===== config.mk =====
export PLATFORM = sky130hd
export DESIGN_NAME = pc_stack_fetch_flat
export DESIGN_NICKNAME = d
export VERILOG_FILES = /design/src/rtl/pc_stack_fetch_if.sv /design/src/rtl/pc_stack_fetch.sv /design/src/flat_wrapper.sv
export SDC_FILE = /design/constraint.sdc
export NUM_CORES = 1
export LEC_CHECK = 0
export BUFFER_PORTS_ARGS = -buffer_cell sky130_fd_sc_hd__buf_2
export CORE_UTILIZATION = 53
export DETAILED_ROUTE_END_ITERATION = 16
export HOLD_SLACK_MARGIN = 0.03
export PLACE_DENSITY = 0.78
export SYNTH_ARGS = -nofsm -noshare
export SYNTH_HDL_FRONTEND = slang
export SYNTH_SLANG_ARGS = --single-unit

===== constraint.sdc =====
create_clock -name clk -period 5 [get_ports clk]
set_input_delay 0.25 -clock clk [delete_from_list [all_inputs] [get_ports clk]]
set_output_delay 0.25 -clock clk [all_outputs]
set_load 0.03 [all_outputs]

===== src/rtl/pc_stack_fetch_if.sv =====
// Control-unit <-> fetch-unit bundle: decoded flow-control flags and irq in,
// instruction address and return-stack status out.
interface pc_stack_fetch_if #(
  parameter int unsigned PC_W  = 10,
  parameter int unsigned DEPTH = 8
);
  localparam int unsigned SP_W = $clog2(DEPTH) + 1;

  logic            s_jmp;
  logic            s_call;
  logic            s_ret;
  logic            s_reti;
  logic [PC_W-1:0] target;
  logic            irq;

  logic [PC_W-1:0] pc;
  logic [SP_W-1:0] sp;
  logic            in_isr;
  logic            stack_ovf;
  logic            stack_unf;

  modport master (
    output s_jmp, s_call, s_ret, s_reti, target, irq,
    input  pc, sp, in_isr, stack_ovf, stack_unf
  );

  modport slave (
    input  s_jmp, s_call, s_ret, s_reti, target, irq,
    output pc, sp, in_isr, stack_ovf, stack_unf
  );
endinterface


===== src/rtl/pc_stack_fetch.sv =====
// Program counter with return-address stack, jump/call/ret/reti handling and
// a single-level rising-edge interrupt entry.
module pc_stack_fetch #(
  parameter int unsigned     PC_W     = 10,
  parameter int unsigned     DEPTH    = 8,
  parameter logic [PC_W-1:0] RESET_PC = '0,
  parameter logic [PC_W-1:0] IRQ_VEC  = PC_W'(10'h3F0)
) (
  input  logic               clk,
  input  logic               reset,
  pc_stack_fetch_if.slave    bus
);

  localparam int unsigned AW   = $clog2(DEPTH);
  localparam int unsigned SP_W = AW + 1;

  typedef enum logic {
    MODE_RUN = 1'b0,
    MODE_ISR = 1'b1
  } mode_t;

  mode_t           mode_q, mode_d;
  logic [PC_W-1:0] pc_q, pc_d;
  logic [SP_W-1:0] sp_q, sp_d;
  logic            ovf_q, ovf_d;
  logic            unf_q, unf_d;
  logic            pend_q, pend_d;
  logic            irq_q;

  logic [PC_W-1:0] stack_mem [DEPTH];
  logic [PC_W-1:0] pc_inc;
  logic [PC_W-1:0] pc_seq;
  logic [PC_W-1:0] stack_top;
  logic [PC_W-1:0] push_data;
  logic [AW-1:0]   rd_idx;
  logic [AW-1:0]   wr_idx;
  logic            push_en;
  logic            mem_we;
  logic            stack_full;
  logic            stack_empty;
  logic            irq_edge;
  logic            accept;

  assign pc_inc      = pc_q + PC_W'(1);
  assign pc_seq      = bus.s_jmp ? bus.target : pc_inc;
  assign stack_full  = (sp_q == SP_W'(DEPTH));
  assign stack_empty = (sp_q == '0);
  assign rd_idx      = AW'(sp_q - SP_W'(1));
  assign wr_idx      = AW'(sp_q);
  assign stack_top   = stack_mem[rd_idx];
  assign irq_edge    = bus.irq & ~irq_q;

  // State register: everything except the stack storage itself is reset.
  always_ff @(posedge clk or posedge reset) begin
    if (reset) begin
      mode_q <= MODE_RUN;
      pc_q   <= RESET_PC;
      sp_q   <= '0;
      ovf_q  <= 1'b0;
      unf_q  <= 1'b0;
      pend_q <= 1'b0;
      irq_q  <= 1'b0;
    end else begin
      mode_q <= mode_d;
      pc_q   <= pc_d;
      sp_q   <= sp_d;
      ovf_q  <= ovf_d;
      unf_q  <= unf_d;
      pend_q <= pend_d;
      irq_q  <= bus.irq;
    end
  end

  // Next-state: reti > ret > call > irq entry > jmp > increment.
  always_comb begin
    mode_d    = mode_q;
    pc_d      = pc_q;
    sp_d      = sp_q;
    ovf_d     = ovf_q;
    unf_d     = unf_q;
    push_en   = 1'b0;
    push_data = pc_inc;

    accept = pend_q && (mode_q == MODE_RUN) &&
             !(bus.s_call || bus.s_ret || bus.s_reti);

    if (bus.s_reti || bus.s_ret) begin
      if (bus.s_reti) begin
        mode_d = MODE_RUN;
      end
      if (stack_empty) begin
        unf_d = 1'b1;
        pc_d  = RESET_PC;
      end else begin
        pc_d = stack_top;
        sp_d = sp_q - SP_W'(1);
      end
    end else if (bus.s_call) begin
      push_en   = 1'b1;
      push_data = pc_inc;
      pc_d      = bus.target;
    end else if (accept) begin
      // The interrupted flow resumes where it would have gone this cycle.
      push_en   = 1'b1;
      push_data = pc_seq;
      pc_d      = IRQ_VEC;
      mode_d    = MODE_ISR;
    end else begin
      pc_d = pc_seq;
    end

    if (push_en) begin
      if (stack_full) begin
        ovf_d = 1'b1;
      end else begin
        sp_d = sp_q + SP_W'(1);
      end
    end

    // An edge seen on the acceptance cycle survives as a fresh request.
    pend_d = (pend_q && !accept) || irq_edge;
  end

  assign mem_we = push_en && !stack_full;

  always_ff @(posedge clk) begin
    if (mem_we) begin
      stack_mem[wr_idx] <= push_data;
    end
  end

  assign bus.pc        = pc_q;
  assign bus.sp        = sp_q;
  assign bus.in_isr    = (mode_q == MODE_ISR);
  assign bus.stack_ovf = ovf_q;
  assign bus.stack_unf = unf_q;

  sp_in_range: assert property (@(posedge clk) disable iff (reset) sp_q <= SP_W'(DEPTH));

endmodule


===== src/flat_wrapper.sv =====
// flat-port wrapper written by rule: the top's interface ports become plain ports
module pc_stack_fetch_flat 
#(
  parameter int unsigned     PC_W     = 10,
  parameter int unsigned     DEPTH    = 8,
  parameter logic [PC_W-1:0] RESET_PC = '0,
  parameter logic [PC_W-1:0] IRQ_VEC  = PC_W'(10'h3F0)
)
  (clk, reset, bus_s_jmp, bus_s_call, bus_s_ret, bus_s_reti, bus_target, bus_irq, bus_pc, bus_sp, bus_in_isr, bus_stack_ovf, bus_stack_unf);
  pc_stack_fetch_if #(.PC_W(PC_W), .DEPTH(DEPTH)) bus_i ();
  input  logic clk;
  input  logic reset;
  input wire logic [$bits(bus_i.s_jmp)-1:0] bus_s_jmp;
  input wire logic [$bits(bus_i.s_call)-1:0] bus_s_call;
  input wire logic [$bits(bus_i.s_ret)-1:0] bus_s_ret;
  input wire logic [$bits(bus_i.s_reti)-1:0] bus_s_reti;
  input wire logic [$bits(bus_i.target)-1:0] bus_target;
  input wire logic [$bits(bus_i.irq)-1:0] bus_irq;
  output wire logic [$bits(bus_i.pc)-1:0] bus_pc;
  output wire logic [$bits(bus_i.sp)-1:0] bus_sp;
  output wire logic [$bits(bus_i.in_isr)-1:0] bus_in_isr;
  output wire logic [$bits(bus_i.stack_ovf)-1:0] bus_stack_ovf;
  output wire logic [$bits(bus_i.stack_unf)-1:0] bus_stack_unf;
  assign bus_i.s_jmp = bus_s_jmp;
  assign bus_i.s_call = bus_s_call;
  assign bus_i.s_ret = bus_s_ret;
  assign bus_i.s_reti = bus_s_reti;
  assign bus_i.target = bus_target;
  assign bus_i.irq = bus_irq;
  assign bus_pc = bus_i.pc;
  assign bus_sp = bus_i.sp;
  assign bus_in_isr = bus_i.in_isr;
  assign bus_stack_ovf = bus_i.stack_ovf;
  assign bus_stack_unf = bus_i.stack_unf;
  pc_stack_fetch #(.PC_W(PC_W), .DEPTH(DEPTH), .RESET_PC(RESET_PC), .IRQ_VEC(IRQ_VEC)) u_core (.clk(clk), .reset(reset), .bus(bus_i));
endmodule

==> results.yml, run 1 <==
critical_path:
  rrSetupSlack_ns: 2.10
  cp-end-kind: "flop"
  path_delay_family: "adder cells"
  timing.rr.end: "u_core.bus.pc[2]"
  timing.rr.start: "u_core.bus.sp[0]"
  critPathLaunch: "u_core.bus.sp[0]"
  worstPathMaxFanout: 29
  required_ns: 5.25
  cpPeakStageDelay_ns: 0.94
  ff2ff_path_depth: 7
  crit_path_cell_trace: "buf_4, inv_1, ha_1, mux4_2, or3_1, a22oi_1, nor3_1"
  crit_cells: 7
  crit_type: "reg -> reg"
  crit_slowest_cell: "ha_1"
  crit_arrival_ns: 3.15
  critPathLaunchType: "flop"
  crit_buf_inv: 2
power_and_ir_drop:
  p_comb_share_pct: 42.4
  p_clk_share_pct: 15.6
  swShare_pct: 40.3
  leakage_nw: 1.71
  p_int_mw: 1.82
  p_sw_mw: 1.23
  seqPwrFrac_pct: 42.0
  ir_drop_mv: 0.304
  power.density_nw_per_um2: 614
clock_tree:
  root_buffer: "clkbuf_8"
  numCtsBuffers: 9
  tritoncts: "yes"
  cts_resized: 0
  clockBufferDepth: 2
  clock-sinks: 99
  clk_pin_slew_worst_paths_ns: 0.10
  clock_latency_ns: 0.37
  cts-htree-levels: 3
cells_and_area:
  nFillCells: 638
  multi_input_area_sq_um: 1540
  layout-drive-gt1-share_pct: 21.5
  final_nets: 373
  regArea_sq_um: 2880
  final_util_pct: 60.1
  antenna_cells: 0
  area_growth_pct: 9.25
detailed_routing:
  vias: 2989
  avgRoutedWirePerCell_um: 22.2
  vias_per_cell: 6.46
  drt_iter0_markers: 412
  drc: 0
  ant_nets: 0
  first_pass_iters: 6
  routed_wl_um: 10300
die:
  die_x_um: 94.6
  core-area_sq_um: 8260
  start_util_pct: 55.0
  dieArea_sq_um: 8950
  rows: 33
  die_h_um: 94.6
  io-pin-count: 34
run:
  cap_violations: 0
sta:
  tightest_slew_ns: 1.01
  fin_setup_tns_ns: 0
  slew_viol_final: 0
  slew_headroom_pct: 32.5
  fmax_ghz: 0.345
  period_share_pct: 57.9
  hold_viol_final: 0
  fin_crit_ns: 2.90
  rsz0062_at_grt: "no"
  finClkSkew_ns: 0.00719
  setup_viol: 0
placement:
  dp_hpwl_um: 7140
  port_buffers: 33
  gp_congestion: 0.896
synthesis:
  postSynthCellCount: 323
  synthArstFlopShare_pct: 19.2
  yosys_most_used_dff: "edfxtp_1"
  synth_area_sq_um: 4540
  ys_seq_area_share_pct: 63.3
  synth_edf_count: 80
  yosys_warnings: 0
  ys_types: 54
  syn_nets: 343
  synth_seq_cells: 99
  syn_avg_cell_area_sq_um: 14.1
global_routing:
  grt_pass1_vias: 2872
  antenna_found_initial: 0
  grt_max_degree: 30
  gr-total-overflow: 0
  grt_usage_pct: 24.6
  grt_pass1_wl_um: 15700
outcome:
  status: "finished clean"
worst_hold_path:
  hp-class: "in -> async"
==> per-stage QoR <==
| step | instances | setup slack [ns] | hold slack [ns] | total power [mW] | instance area, sq um |
|---|---|---|---|---|---|
| global route | 463 | 1.88 | 0.0682 | 3.19 | 4960 |
| floorplan | 323 | 2.11 | 0.201 | 2.20 | 4540 |
| detailed placement | 446 | 2.06 | 0.382 | 2.57 | 4780 |
| CTS | 463 | 2.04 | 0.0327 | 3.04 | 4960 |
| finish | 463 | 2.10 | 0.0198 | 3.05 | 4960 |
| global placement | 446 | 2.13 | 0.374 | 2.53 | 4780 |
==> flip-flops by register name, summed over array words and instances (netlist names) <==
signal / flops
u_core.irq_q: 1
u_core.bus.pc: 10
u_core.bus.in_isr: 1
u_core.bus.stack_unf: 1
u_core.bus.stack_ovf: 1
u_core.pend_q: 1
u_core.bus.sp: 4
u_core.stack_mem: 80
==> synthesized netlist by cell type, drive strengths merged, types with 2 or more instances <==
cell / count / area share [%]
edfxtp: 80 / 53
o21ai: 24 / 2.6
nor2: 23 / 1.9
mux4: 20 / 9.9
dfrtp: 19 / 10
nand2: 14 / 1.2
clkbuf: 11 / 0.91
nor3: 11 / 1.2
a21oi: 10 / 1.1
inv: 9 / 0.74
buf: 8 / 1.1
nand3: 8 / 0.88
a221oi: 6 / 1.2
nand2b: 6 / 0.83
xnor2: 6 / 1.2
a21o: 5 / 0.83
nor2b: 5 / 0.69
nor4: 5 / 0.69
or3: 4 / 0.55
a211oi: 3 / 0.50
a31oi: 3 / 0.41
ha: 3 / 0.83
mux2: 3 / 0.74
o22ai: 3 / 0.41
a22oi: 2 / 0.33
and2: 2 / 0.28
and3b: 2 / 0.39
nand4: 2 / 0.28
nor4bb: 2 / 0.44
o211ai: 2 / 0.33
o221ai: 2 / 0.39
o311ai: 2 / 0.39
xor2: 2 / 0.39
==> routing by layer <==
| metal | global-route usage, % | vias up | wire length (um) |
|---|---|---|---|
| li1 | - | 1329 | - |
| met1 | 34.1 | 1457 | 4270 |
| met2 | 37.2 | 184 | 4730 |
| met3 | 8.21 | 19 | 1080 |
| met4 | 7.58 | 0 | 177 |
| met5 | 0 | - | 0 |
==> cells in the final DEF, fill, tap and decap left out, types with 4 or more instances in the layout <==
cell | synthesis | routed
edfxtp_1 | 80 | 80
buf_2 | 4 | 33
nor2_1 | 23 | 23
o21ai_0 | 22 | 22
mux4_2 | 20 | 20
dfrtp_1 | 19 | 19
nand2_1 | 13 | 13
nor3_1 | 11 | 11
a21oi_1 | 10 | 10
inv_1 | 9 | 9
clkbuf_8 | 0 | 9
nand3_1 | 8 | 8
nand2b_1 | 6 | 6
xnor2_1 | 6 | 6
a221oi_1 | 6 | 6
nor2b_1 | 5 | 5
a21o_1 | 5 | 5
nor4_1 | 5 | 5
or3_1 | 4 | 4
buf_4 | 2 | 4
==> cells by family (layout without fill, tap and decap cells) <==
logic type | count (synthesis) | count (layout) | share of synthesized area (%)
compound gates | 71 | 71 | 10.2
xor+xnor | 8 | 8 | 1.54
fa+ha+maj | 3 | 3 | 0.826
buf+inv | 28 | 63 | 2.75
flops | 99 | 99 | 63.3
mux | 23 | 23 | 10.7
simple gates | 91 | 91 | 10.7
==> power groups by stage <==
stage          Clock (mW)  Combinational [mW]  Sequential (mW)
2_1_floorplan           0               0.843             1.36
3_3_place_gp            0                1.24             1.29
3_5_place_dp            0                1.27             1.30
4_1_cts             0.481                1.28             1.28
5_1_grt             0.510                1.39             1.29
6_report            0.477                1.29             1.28
==> what timing repair did <==
| item | 4_1_cts | 5_1_grt |
|---|---|---|
| hold endpoints to repair | 1 | 0 |
| buffers inserted | 0 | 0 |
| hold buffers | 1 | 0 |
==> cell type report <==
cell class,count,share of cell area [%]
flip-flops and latches,99,58.0
multi-input cells,196,31.0
repair buffers,38,4.13
well taps,105,2.65
clock buffers,10,2.57
clock inverters,6,0.958
inverters,9,0.680
==> worst max-delay path by stage <==
stage | to | slack (ns)
after global placement | u_core.bus.pc[2] | 2.13
after global routing | u_core.bus.pc[2] | 1.88
after detailed placement | u_core.bus.pc[2] | 2.06
final | u_core.bus.pc[2] | 2.10
after floorplan | u_core.stack_mem[0][0] | 2.11
after CTS | u_core.bus.pc[2] | 2.04
Power figures use the tool's default switching activity.
==> inputs of run 2 (changes only) <==
Clock period 5 ns to 2.8 ns, I/O delays scaled along.
==> run 2 against run 1 <==
Combinational power increased by 81%. Register-to-register slack got worse by 1.6 ns. Sequential share of layout area decreased by 1.9 points. Clock power increased by 110%. Critical endpoint is now u_core.stack_mem[3][2].
==> results.yml, run 2 (synthesis results as in run 1) <==
clock_tree:
  postCtsSetupBuffers: 0
  root_buffer: "clkbuf_8"
  clock-sinks: 99
  clk_pin_slew_worst_paths_ns: 0.10
  clockBufferDepth: 2
  numCtsBuffers: 9
  cts-htree-levels: 3
  clock_latency_ns: 0.38
  tritoncts: "yes"
detailed_routing:
  vias: 3124
  avgRoutedWirePerCell_um: 22.3
  vias_per_cell: 6.52
  routed_wl_um: 10700
  ant_nets: 0
  drc: 0
  drt_iter0_markers: 320
  first_pass_iters: 5
cells_and_area:
  regArea_sq_um: 2880
  multi_input_area_sq_um: 1550
  layout_commonest_cell: "edfxtp_1"
  mostFrequentLayoutCells: "edfxtp_1 (80), buf_2 (33), nor2_1 (23)"
  area_growth_pct: 13.1
  layout-drive-gt1-share_pct: 24.9
  final_cell_area_sq_um: 5140
  regMostFlops: "u_core.stack_mem"
  nFillCells: 611
  largest_reg_flops: 80
  fin_cells: 479
  antenna_cells: 0
  final_nets: 390
sta:
  fin_ws_ns: 0.534
  slew_headroom_pct: 47.3
  fin_crit_ns: 2.27
  slew_viol_final: 0
  rsz0062_at_grt: "no"
  hold_viol_final: 0
  setup_viol: 0
  fin_setup_tns_ns: 0
  fmax_ghz: 0.441
  tightest_slew_ns: 0.789
  finClkSkew_ns: 0.0172
  period_share_pct: 80.9
outcome:
  status: "finished clean"
die:
  dieArea_sq_um: 8950
  start_util_pct: 55.0
  core-area_sq_um: 8260
  die_h_um: 94.6
  die_x_um: 94.6
  io-pin-count: 34
  rows: 33
critical_path:
  cp-end-kind: "flop"
  critPathLaunchType: "flop"
  crit_type: "reg -> reg"
  crit_path_cell_trace: "inv_1, ha_1, a211o_1, nor2_1, buf_4"
  cpPeakStageDelay_ns: 0.56
  path_delay_family: "flip-flops"
  required_ns: 2.88
  worstPathMaxFanout: 14
  crit_buf_inv: 2
  crit_arrival_ns: 2.35
  crit_slowest_cell: "dfrtp_1"
worst_hold_path:
  hp-class: "in -> reg"
global_routing:
  gr-total-overflow: 0
  grt_usage_pct: 26.0
  grt_pass1_wl_um: 16600
  grt_pass1_vias: 2985
  antenna_found_initial: 0
  grt_max_degree: 29
placement:
  port_buffers: 33
  dp_hpwl_um: 7330
  place_inst: 461
  gp_congestion: 0.942
  place_area_sq_um: 4900
  dp_worst_setup_slack_ns: 0.602
power_and_ir_drop:
  power.density_nw_per_um2: 1100
  leakage_nw: 1.82
  ir_drop_mv: 0.470
run:
  cap_violations: 0
[run 2: changes by cell type in the layout (fill, tap and decap cells not counted), sizes merged]
cell / previous run / this run
clkbuf: 10 / 9
bufinv: 0 / 2
inv: 12 / 11
dlygate4sd3: 1 / 3
clkinv: 1 / 2
clkinvlp: 2 / 0
buf: 37 / 52
[run 2: metrics by stage]
step | utilization, % | power [mW] | hold slack, ns
2_1_floorplan | - | 3.94 | 0.0911
3_3_place_gp | 59.3 | 4.54 | 0.263
3_5_place_dp | 59.3 | 4.63 | 0.275
4_1_cts | 62.2 | 5.61 | 0.107
5_1_grt | 62.2 | 5.90 | 0.137
6_report | 62.2 | 5.64 | 0.116
[run 2: path summary, 6_finish.rpt]
kind                                     endpoint  depth (start not counted)              from  slack, ns
setup / recovery           u_core.stack_mem[3][2]                          5  u_core.bus.sp[1]       0.53
hold / removal                   u_core.bus.pc[6]                          3     bus_target[6]       0.12
setup reg to reg           u_core.stack_mem[3][2]                          5  u_core.bus.sp[1]       0.53
hold reg to reg                     u_core.pend_q                          1      u_core.irq_q       0.43
max in group asynchronous        u_core.bus.pc[3]                          3             reset       1.85
min in group asynchronous        u_core.bus.pc[9]                          3             reset       0.44
[run 2: timing repair]
action / 4_1_cts / 5_1_grt
hold buffers: 3 / 0
gates resized for setup: 0 / 0
endpoints found under the hold margin: 21 / 0
[run 2: area by class of cell]
type / instances / share of cell area, %
timing repair buffer: 55 / 6.58
clock buffer: 9 / 2.41
inverter: 9 / 0.658
tap: 105 / 2.56
multi-input combinational: 196 / 30.1
sequential: 99 / 56.0
clock inverter: 6 / 1.68
[run 2: report_power, final]
group          internal [mW]  switching (mW)  total [mW]  leakage (nW)
sequential              2.05           0.253        2.30         0.945
clock                  0.500           0.495       0.995         0.108
combinational          0.922            1.42        2.34         0.767
total                   3.47            2.17        5.64          1.82
[run 2: metal layers]
metal / GRT usage, % / part of all wire, % / up-vias
met4: 11.5 / 3.2 / 0
met3: 6.68 / 9.7 / 38
li1: - / - / 1363
met2: 36.3 / 44 / 201
met1: 38.5 / 43 / 1522
met5: 0 / 0 / -
[run 2: worst reg2reg max path, delay by kind of cell (launching register included)]
| kind | cells | cell delay (ns) |
|---|---|---|
| compound gates | 1 | 0.39 |
| flops | 1 | 0.56 |
| simple gates | 1 | 0.27 |
| fa+ha+maj | 1 | 0.39 |
| buf+inv | 2 | 0.39 |
==> inputs of run 3 (changes only) <==
Settings changed: PLACE_DENSITY 0.78 to 0.8.
Clock period 2.8 ns to 2 ns, I/O delays scaled along.
==> run 3 against run 2 <==
Worst setup slack worse by 0.49 ns. Total power up 47%. Final area up 5.1%. Largest power group unchanged. Register-to-register slack worse by 0.47 ns. Combinational power up 65%. Highest routed layer unchanged. Critical path depth up 2. Clock skew down 0.0055 ns. Clock-buffer cell count unchanged.
==> results.yml, run 3 (synthesis results as in run 1) <==
outcome:
  status: "finished clean"
critical_path:
  timing.rr.start: "u_core.bus.in_isr"
  required_ns: 2.09
  timing.rr.end: "u_core.stack_mem[4][7]"
  worstPathMaxFanout: 10
  crit_type: "in -> reg"
  cp-end-kind: "flop"
  crit_arrival_ns: 2.05
  rrSetupSlack_ns: 0.06
  ff2ff_path_depth: 5
  critPathLaunchType: "input pin"
global_routing:
  grt_usage_pct: 25.9
  grt_pass1_vias: 3030
  antenna_found_initial: 0
  grt_pass1_wl_um: 16500
  grt_max_degree: 22
  gr-total-overflow: 0
sta:
  setup_viol: 0
  whs_ns: 0.0729
  tightest_slew_ns: 0.749
  fin_crit_ns: 1.96
  slew_viol_final: 0
  fmax_ghz: 0.510
  finClkSkew_ns: 0.0117
  slew_headroom_pct: 50.0
  period_share_pct: 97.9
  hold_viol_final: 0
die:
  die_h_um: 94.6
  start_util_pct: 55.0
  die_x_um: 94.6
  dieArea_sq_um: 8950
  core-area_sq_um: 8260
  io-pin-count: 34
  rows: 33
detailed_routing:
  top_layer: "met4"
  routed_wl_um: 10600
  ant_nets: 0
  wl_met1_um: 4460
  met2_length_um: 4910
  drc: 0
  avgRoutedWirePerCell_um: 21.6
  vias_per_cell: 6.27
  dr_wl_met3_um: 995
  first_pass_iters: 6
  vias: 3067
  drt_iter0_markers: 224
power_and_ir_drop:
  seqPwrFrac_pct: 37.3
  p_clk_share_pct: 15.8
  power.density_nw_per_um2: 1530
  p_comb_share_pct: 46.9
  p_sw_mw: 3.32
  p_int_mw: 4.94
  leakage_nw: 1.89
  p_total_mw: 8.26
  swShare_pct: 40.2
  ir_drop_mv: 0.776
cells_and_area:
  multi_input_area_sq_um: 1640
  final_util_pct: 65.4
  final_nets: 399
  mostFrequentLayoutCells: "edfxtp_1 (80), buf_2 (33), o21ai_0 (22)"
  layout-drive-gt1-share_pct: 31.0
  final_cell_area_sq_um: 5400
  largest_reg_flops: 80
  antenna_cells: 0
  layout_commonest_cell: "edfxtp_1"
  regMostFlops: "u_core.stack_mem"
  area_growth_pct: 18.8
  fin_cells: 489
  nFillCells: 584
  regArea_sq_um: 2880
clock_tree:
  clk_pin_slew_worst_paths_ns: 0.10
  clock-sinks: 99
  clock_latency_ns: 0.38
  cts-htree-levels: 3
  clockBufferDepth: 2
  tritoncts: "yes"
  root_buffer: "clkbuf_8"
  numCtsBuffers: 9
worst_hold_path:
  hp-class: "in -> reg"
  hold_start: "bus_target[6]"
  hold_depth: 3
  hold_end: "u_core.bus.pc[6]"
placement:
  port_buffers: 33
  place_area_sq_um: 5110
  gp_congestion: 0.949
  dp_hpwl_um: 7470
  place_inst: 468
run:
  cap_violations: 0
-- run 3: cell types whose count changed in the layout (fill, tap and decap cells not counted), moves of 3 or more --
cell	change
dfrtp_1	-3
nor2_1	-6
dfrtp_2	+3
buf_12	+7
clkinv_8	+3
nor2_4	+5
-- run 3: area by class of cell --
type | instances | area share, %
Clock buffer | 9 | 2.29
Clock inverter | 7 | 1.65
Inverter | 9 | 0.719
Multi-Input combinational cell | 196 | 30.4
Sequential cell | 99 | 53.4
Tap cell | 105 | 2.43
Timing Repair Buffer | 64 | 9.13
-- run 3: worst max path at each step --
stage,depth (start not counted),slack (ns),to,startpoint
after floorplan,7,-0.22,u_core.stack_mem[0][0],u_core.bus.sp[0]
after global placement,5,0.11,u_core.stack_mem[0][5],u_core.bus.in_isr
after detailed placement,4,0.05,u_core.stack_mem[6][6],u_core.bus.in_isr
after CTS,6,0.01,u_core.stack_mem[6][4],bus_s_reti
after global routing,5,-0.007,u_core.stack_mem[0][7],u_core.pend_q
final,7,0.04,u_core.stack_mem[4][7],bus_s_reti
-- run 3: repair_timing --
action / CTS / global route
gates resized for setup: 0 / 1
buffers inserted: 0 / 2
hold endpoints to repair: 22 / 0
endpoints found under the setup margin: 0 / 55
hold buffers: 3 / 0
-- run 3: layer usage --
metal  vias to the layer above  GRT usage [%]
li1                       1387              -
met1                      1489           36.6
met2                       166           40.5
met3                        25           6.04
met4                         0           7.32
met5                         -              0
-- run 3: worst max-delay path: stages --
cell	delay, ns
dlygate4sd3_1	0.53
buf_2	0.16
or4b_4	0.55
nand2_2	0.14
nand3_4	0.16
nor3_4	0.24
buf_12	0.16
-- run 3: through the flow --
| step | TNS [ns] | worst slack (ns) |
|---|---|---|
| after floorplan | -5.34 | -0.219 |
| after global placement | 0 | 0.106 |
| after detailed placement | 0 | 0.0466 |
| after CTS | 0 | 0.0104 |
| after global routing | -0.0132 | -0.00655 |
| final | 0 | 0.0410 |
-- run 3: power by group through the flow --
| stage | clock network [mW] | registers, mW | logic, mW |
|---|---|---|---|
| 5_1_grt | 1.40 | 3.13 | 4.14 |
| 4_1_cts | 1.32 | 3.08 | 3.81 |
| 3_3_place_gp | 0 | 3.12 | 3.73 |
| 3_5_place_dp | 0 | 3.13 | 3.80 |
| 2_1_floorplan | 0 | 3.40 | 2.35 |
| 6_report | 1.30 | 3.09 | 3.87 |
